--- src/rtl/rx_serial_2lane.sv ---
// rx_serial_2lane: two-lane serial receiver with comma alignment and word un-striping.
// Ports: clk; reset (async, active-low); serial_in_0/1 lane bits (MSB first);
// data_out recovered word {l0 A, l1 A, l0 B, l1 B}; valid_out one-cycle strobe;
// active link locked; error_out one-cycle protocol-violation pulse.
module rx_serial_2lane #(
  parameter logic [7:0] COMMA = 8'hBC,
  parameter logic [7:0] STP = 8'hFB,
  parameter int COMMA_LOCK = 4
) (
  input  logic        clk,
  input  logic        reset,
  input  logic        serial_in_0,
  input  logic        serial_in_1,
  output logic [31:0] data_out,
  output logic        valid_out,
  output logic        active,
  output logic        error_out
);
  localparam logic [1:0] SEARCH = 2'd0, LOCKING = 2'd1, IDLE = 2'd2, DATA = 2'd3;
  localparam logic [3:0] LOCK_N = 4'(COMMA_LOCK);
  logic [1:0] state;
  logic [7:0] sr0, sr1, a0, a1;
  logic [2:0] cnt;
  logic [3:0] commas;
  logic idx;
  logic boundary, both_comma, both_stp;
  // decisions use the registered shift regs, i.e. one edge after the last bit of a byte
  always_comb begin
    boundary = cnt == 3'd7;
    both_comma = sr0 == COMMA && sr1 == COMMA;
    both_stp = sr0 == STP && sr1 == STP;
  end
  always_ff @(posedge clk or negedge reset)
    if (!reset) begin
      state <= SEARCH;
      sr0 <= '0;
      sr1 <= '0;
      a0 <= '0;
      a1 <= '0;
      cnt <= '0;
      commas <= '0;
      idx <= 1'b0;
      data_out <= '0;
      valid_out <= 1'b0;
      active <= 1'b0;
      error_out <= 1'b0;
    end else begin
      sr0 <= {sr0[6:0], serial_in_0};
      sr1 <= {sr1[6:0], serial_in_1};
      cnt <= cnt + 3'd1;
      valid_out <= 1'b0;
      error_out <= 1'b0;
      case (state)
        SEARCH:
          if (both_comma) begin
            cnt <= '0;
            commas <= 4'd1;
            state <= LOCK_N == 4'd1 ? IDLE : LOCKING;
            active <= LOCK_N == 4'd1;
          end
        LOCKING:
          if (boundary) begin
            if (both_comma) begin
              commas <= commas + 4'd1;
              if (commas == LOCK_N - 4'd1) begin
                state <= IDLE;
                active <= 1'b1;
              end
            end else
              state <= SEARCH;
          end
        IDLE:
          if (boundary && !both_comma) begin
            if (both_stp) begin
              state <= DATA;
              idx <= 1'b0;
            end else begin
              error_out <= 1'b1;
              active <= 1'b0;
              state <= SEARCH;
            end
          end
        default:
          if (boundary) begin
            if (!idx) begin
              a0 <= sr0;
              a1 <= sr1;
              idx <= 1'b1;
            end else begin
              data_out <= {a0, a1, sr0, sr1};
              valid_out <= 1'b1;
              state <= IDLE;
            end
          end
      endcase
    end
endmodule

--- config.mk ---
export PLATFORM = sky130hd
export DESIGN_NAME = rx_serial_2lane
export DESIGN_NICKNAME = d
export VERILOG_FILES = /design/src/rtl/rx_serial_2lane.sv
export SDC_FILE = /design/constraint.sdc
export NUM_CORES = 1
export LEC_CHECK = 0
export CORE_UTILIZATION = 55
export CTS_BUF_LIST = sky130_fd_sc_hd__clkbuf_4
export DETAILED_ROUTE_END_ITERATION = 8
export PLACE_DENSITY = 0.83
export SLEW_MARGIN = 20
export SYNTH_ARGS = -nofsm -noshare
export SYNTH_HDL_FRONTEND = slang
export SYNTH_SLANG_ARGS = --single-unit
--- constraint.sdc ---
create_clock -name clk -period 2.16 [get_ports clk]
set_clock_uncertainty 0.05 [all_clocks]
set_input_delay 0.648 -clock clk [delete_from_list [all_inputs] [get_ports clk]]
set_output_delay 0.648 -clock clk [all_outputs]
set_load 0.05 [all_outputs]
==> flow_summary.json, run 1 <==
{
  "status": "complete, no violations",
  "syn-cell-area_um2": 3010,
  "port_buffers": 38,
  "fmax_ghz": 0.509,
  "regArea_um2": 1930,
  "required_ns": 1.46,
  "root_buffer": "clkbuf_4",
  "hold_slack_ns": 0.104,
  "hold_violations": 0,
  "routed_wl_um": 5410,
  "gp_congestion": 0.854,
  "layout_common_cells": "nand2_1 (98), dfrtp_1 (77), buf_4 (37)",
  "drv_slew": 0,
  "worstSetupStartpointType": "flip-flop",
  "syn_area_per_cell_um2": 11.4,
  "grt_max_degree": 46,
  "dp_hpwl_um": 3550,
  "synth_nets": 271,
  "path_clk_slew_ns": 0.12,
  "cts_max_level": 3,
  "synth_edf_count": 0,
  "min_period_over_period": 0.909,
  "cp_max_fo": 1,
  "slowest_stage": "dlygate4sd2_1",
  "multi_input_area_um2": 1010,
  "via_per_inst": 5.28,
  "cpLargestDelayFamily": "buffers and inverters",
  "rsz0062_at_grt": "no",
  "p_clk_frac": 0.327,
  "fin_nets": 312,
  "mostFrequentLayoutCell": "nand2_1",
  "grt_overflow": 0,
  "slew_headroom": 0.620,
  "die_w_um": 75.9,
  "detail_route.wl_per_cell_um": 14.2,
  "track_usage": 0.212,
  "ys_types": 34,
  "synth_top_area_cell": "dfrtp_1",
  "p_seq_frac": 0.653,
  "endpoint_kind": "primary output",
  "drt_iter0_markers": 125,
  "crit_chain": "dlygate4sd2_1",
  "drive_gt1_frac": 0.255,
  "p_leak_nw": 1.86,
  "crit_type": "reg2out",
  "finalPower_w": 0.00227,
  "vias": 2007,
  "crit_buf_inv": 1,
  "seq_area_frac_synth": 0.641,
  "die_h_um": 75.9,
  "yosysWarningCount": 0,
  "combinationalPowerShare": 0.021,
  "worstMarginPinSlew_ns": 0.568,
  "rows": 26,
  "grt_pass1_vias": 1988,
  "syn_inst": 264,
  "worst_r2r_path_depth": 4,
  "p_int_w": 0.00172,
  "fill_cells": 402,
  "max_cap_viol_count": 0,
  "dieArea_um2": 5760,
  "min_period_ns": 1.96,
  "p_sw_w": 0.000553,
  "drcViolationCount": 0,
  "ir_drop_mv": 0.369,
  "postCtsHoldBufs": 0,
  "synth_area_leaders": "dfrtp_1 (64%), nand2_1 (12%), mux2_2 (6.0%)",
  "ant_nets": 0,
  "power.density_nw_per_um2": 652,
  "cts_buffers": 9,
  "crit_cells": 1,
  "antenna_cells": 0,
  "cts_buffer_depth": 2,
  "netSwitchingFraction": 0.243,
  "initial_core_util": 0.581,
  "cts_tree": "done",
  "antenna_found_initial": 0,
  "first_pass_iters": 4,
  "synth.top_cell.area_share": 0.641,
  "slowest_delay_ns": 0.51,
  "grt_pass1_wl_um": 9450,
  "async_flop_share": 1.00,
  "synth-seq-cells": 77,
  "setup_violations": 0,
  "worst_ep_arrival_time_ns": 1.26,
  "tns_ns": 0,
  "cts.sink_count": 77,
  "area_growth_pct": 15.9,
  "ios": 39,
  "hold_path_class": "in2async",
  "ys.flop_type": "dfrtp_1",
  "core_um2": 5170,
  "clock_latency_ns": 0.41
}
==> cell families after synthesis <==
logic type,after synthesis,synth area share
flip-flops,77,0.641
AO/OA/AOI/OAI,17,0.0391
buffers and inverters,15,0.0216
AND/OR/NAND/NOR,136,0.226
multiplexers,16,0.0599
adder cells (fa/ha/maj),3,0.0125
==> per-layer routing <==
| layer | GRT usage | up-vias | part of all wire |
|---|---|---|---|
| met1 | 0.291 | 978 | 0.47 |
| li1 | - | 978 | - |
| met2 | 0.324 | 39 | 0.48 |
| met4 | 0.113 | 0 | 0.024 |
| met3 | 0.0410 | 12 | 0.030 |
| met5 | 0 | - | 0 |
==> synth_stat cells, types with 3 or more instances <==
master,n
nand2_1,98
nor3_1,4
o211ai_1,3
nor2_1,4
o21ai_0,7
mux2_2,16
buf_2,7
nand4_1,4
ha_1,3
nor2b_1,3
nand3_1,6
dfrtp_1,77
clkbuf_1,4
==> metrics by stage <==
stage	utilization	worst slack (ns)	instance area, um2	cells
3_5_place_dp	0.652	0.220	3370	364
2_1_floorplan	-	0.405	3010	264
4_1_cts	0.673	0.182	3480	380
3_3_place_gp	0.652	0.317	3370	364
5_1_grt	0.673	0.0930	3480	380
6_report	0.673	0.197	3480	380
==> registers in the layout, indices dropped and copies added, names as in the netlist <==
| register | cells |
|---|---|
| sr1 | 8 |
| state | 2 |
| a0 | 8 |
| sr0 | 8 |
| a1 | 8 |
| data_out | 32 |
| active | 1 |
| valid_out | 1 |
| error_out | 1 |
| commas | 4 |
| cnt | 3 |
| idx | 1 |
==> power groups by stage <==
stage,clock (W),combinational [W],sequential [W]
global placement,0,0.0000481,0.00151
CTS,0.000748,0.0000493,0.00148
global route,0.000815,0.0000558,0.00149
floorplan,0,0.0000103,0.00150
finish,0.000742,0.0000469,0.00148
detailed placement,0,0.0000490,0.00151
==> layout make-up <==
| class | count | area share |
|---|---|---|
| well taps | 70 | 0.0252 |
| inverters | 4 | 0.00431 |
| clock inverters | 6 | 0.0108 |
| repair buffers | 41 | 0.0938 |
| clock buffers | 10 | 0.0216 |
| flip-flops and latches | 77 | 0.553 |
| multi-input cells | 172 | 0.291 |
==> worst paths after layout <==
check | endpoint | startpoint | slack (ns)
max | valid_out | valid_out$_DFF_PN0_ | 0.20
min reg2reg | cnt[0]$_DFF_PN0_ | cnt[0]$_DFF_PN0_ | 0.40
max reg2reg | a0[3]$_DFFE_PN0P_ | cnt[0]$_DFF_PN0_ | 0.22
min | valid_out$_DFF_PN0_ | reset | 0.10
min in group clk | cnt[0]$_DFF_PN0_ | cnt[0]$_DFF_PN0_ | 0.40
max in group asynchronous | a0[7]$_DFFE_PN0P_ | reset | 1.38
==> timing repair <==
item / 4_1_cts / 5_1_grt
endpoints found under the hold margin: 0 / 0
setup endpoints to repair: 1 / 0
resized for setup: 1 / 0
setup buffers: 0 / 0
Power figures use the tool's default switching activity.
==> inputs of run 2 (changes only) <==
--- a/config.mk
+++ b/config.mk
@@ -5,6 +5,7 @@
 export SDC_FILE = /design/constraint.sdc
 export NUM_CORES = 1
 export LEC_CHECK = 0
+export CAP_MARGIN = 10
 export CORE_UTILIZATION = 55
 export CTS_BUF_LIST = sky130_fd_sc_hd__clkbuf_4
 export DETAILED_ROUTE_END_ITERATION = 8
==> constraint.sdc (replaced) <==
create_clock -name clk -period 2.5 [get_ports clk]
set_clock_uncertainty 0.05 [all_clocks]
set_input_delay 0.75 -clock clk [delete_from_list [all_inputs] [get_ports clk]]
set_output_delay 0.75 -clock clk [all_outputs]
set_load 0.05 [all_outputs]
==> run 2 against run 1 <==
Against the previous run:
- clock-buffer cell count is 1 lower
- die area stayed put
- largest cell class unchanged
- combinational power is 15% lower
- sequential cell count stayed put
==> flow_summary.json, run 2 (synthesis results as in run 1) <==
{
  "hold_violations": 0,
  "drv_slew": 0,
  "via_per_inst": 5.22,
  "initial_core_util": 0.581,
  "worst_r2r_path_depth": 6,
  "dp_hpwl_um": 3560,
  "fill_cells": 367,
  "tns_ns": 0,
  "cts_max_level": 3,
  "grt_overflow": 0,
  "endpoint_kind": "primary output",
  "crit_chain": "clkdlybuf4s50_1",
  "first_pass_iters": 4,
  "slowest_stage": "clkdlybuf4s50_1",
  "grt_pass1_wl_um": 9370,
  "r2r-start": "cnt[0]$_DFF_PN0_",
  "cp_max_fo": 2,
  "required_ns": 1.70,
  "ctsResizeCount": 0,
  "status": "complete, no violations",
  "ios": 39,
  "cts_buffer_depth": 2,
  "antenna_found_initial": 0,
  "postCtsHoldBufs": 0,
  "detail_route.wl_per_cell_um": 14.1,
  "crit_cells": 1,
  "grt_pass1_vias": 1980,
  "rsz0062_at_grt": "no",
  "area_growth_pct": 19.9,
  "clock_latency_ns": 0.41,
  "max_cap_viol_count": 0,
  "cts_tree": "done",
  "vias": 1993,
  "grt_max_degree": 78,
  "drcViolationCount": 0,
  "mostFrequentLayoutCell": "nand2_1",
  "worst_ep_arrival_time_ns": 1.61,
  "path_clk_slew_ns": 0.12,
  "slowest_delay_ns": 0.82,
  "routed_wl_um": 5390,
  "port_buffers": 38,
  "hold_path_class": "in2async",
  "cpLargestDelayFamily": "buffers and inverters",
  "fin_nets": 314,
  "slew_headroom": 0.645,
  "rows": 26,
  "worstMarginPinSlew_ns": 0.532,
  "track_usage": 0.213,
  "power.density_nw_per_um2": 565,
  "startpoint": "data_out[16]$_DFFE_PN0P_",
  "antenna_cells": 0,
  "largest_reg_flops": 32,
  "worstSetupStartpointType": "flip-flop",
  "hold_slack_ns": 0.290,
  "crit_buf_inv": 1,
  "ir_drop_mv": 0.374,
  "fmax_ghz": 0.415,
  "crit_type": "reg2out",
  "cts.sink_count": 77,
  "die_w_um": 75.9,
  "dieArea_um2": 5760,
  "layout_common_cells": "nand2_1 (98), dfrtp_1 (77), clkdlybuf4s50_1 (37)",
  "r2r_setup_slack_ns": 0.71,
  "cts_buffers": 9,
  "die_h_um": 75.9,
  "post-cts-setup-buffers": 0,
  "p_leak_nw": 1.80,
  "root_buffer": "clkbuf_4",
  "min_period_ns": 2.41,
  "min_period_over_period": 0.965,
  "setup_violations": 0,
  "core_um2": 5170,
  "drt_iter0_markers": 102,
  "gp_congestion": 0.763,
  "drive_gt1_frac": 0.144,
  "ant_nets": 0,
  "largest_register": "data_out"
}
[run 2: final cells by class]
| cell class | count | area, um2 | area share |
|---|---|---|---|
| clock buffer | 9 | 67.6 | 0.0187 |
| clock inverter | 7 | 65.1 | 0.0181 |
| inverter | 4 | 15.0 | 0.00417 |
| multi-input combinational | 172 | 1010 | 0.281 |
| sequential | 77 | 1930 | 0.535 |
| tap | 70 | 87.6 | 0.0243 |
| timing repair buffer | 43 | 428 | 0.119 |
[run 2: final timing paths]
check,end
setup / recovery,data_out[16]
hold / removal,data_out[30]$_DFFE_PN0P_
setup reg to reg,active$_DFFE_PN0P_
hold reg to reg,sr0[6]$_DFF_PN0_
max in group asynchronous,active$_DFFE_PN0P_
min in group clk,sr0[6]$_DFF_PN0_
[run 2: layer usage]
metal	share of wire	up-vias	global-route usage
met5	0	-	0
met4	0.011	0	0.0865
met3	0.040	4	0.0723
met2	0.49	44	0.324
met1	0.46	975	0.284
li1	-	970	-
[run 2: report_power, final]
part	total [W]	internal [W]	switching [W]
registers	0.00128	0.00126	0.0000207
clock network	0.000716	0.000298	0.000418
logic	0.0000399	0.0000131	0.0000268
[run 2: per-stage QoR]
stage	worst slack [ns]	total power, W	area (um2)	utilization	cells
after floorplan	0.745	0.00131	3010	-	264
after global placement	0.559	0.00135	3470	0.671	366
after detailed placement	0.542	0.00135	3470	0.671	366
after CTS	0.0488	0.00206	3600	0.697	382
after global routing	0.0290	0.00212	3600	0.697	382
final	0.0881	0.00204	3600	0.697	382
[run 2: worst register-to-register path, cell delays in order (launching register included)]
cell,delay (ns)
dfrtp_1,0.38
ha_1,0.15
ha_1,0.27
buf_4,0.21
nand3_1,0.09
o311ai_0,0.37
o22ai_1,0.14
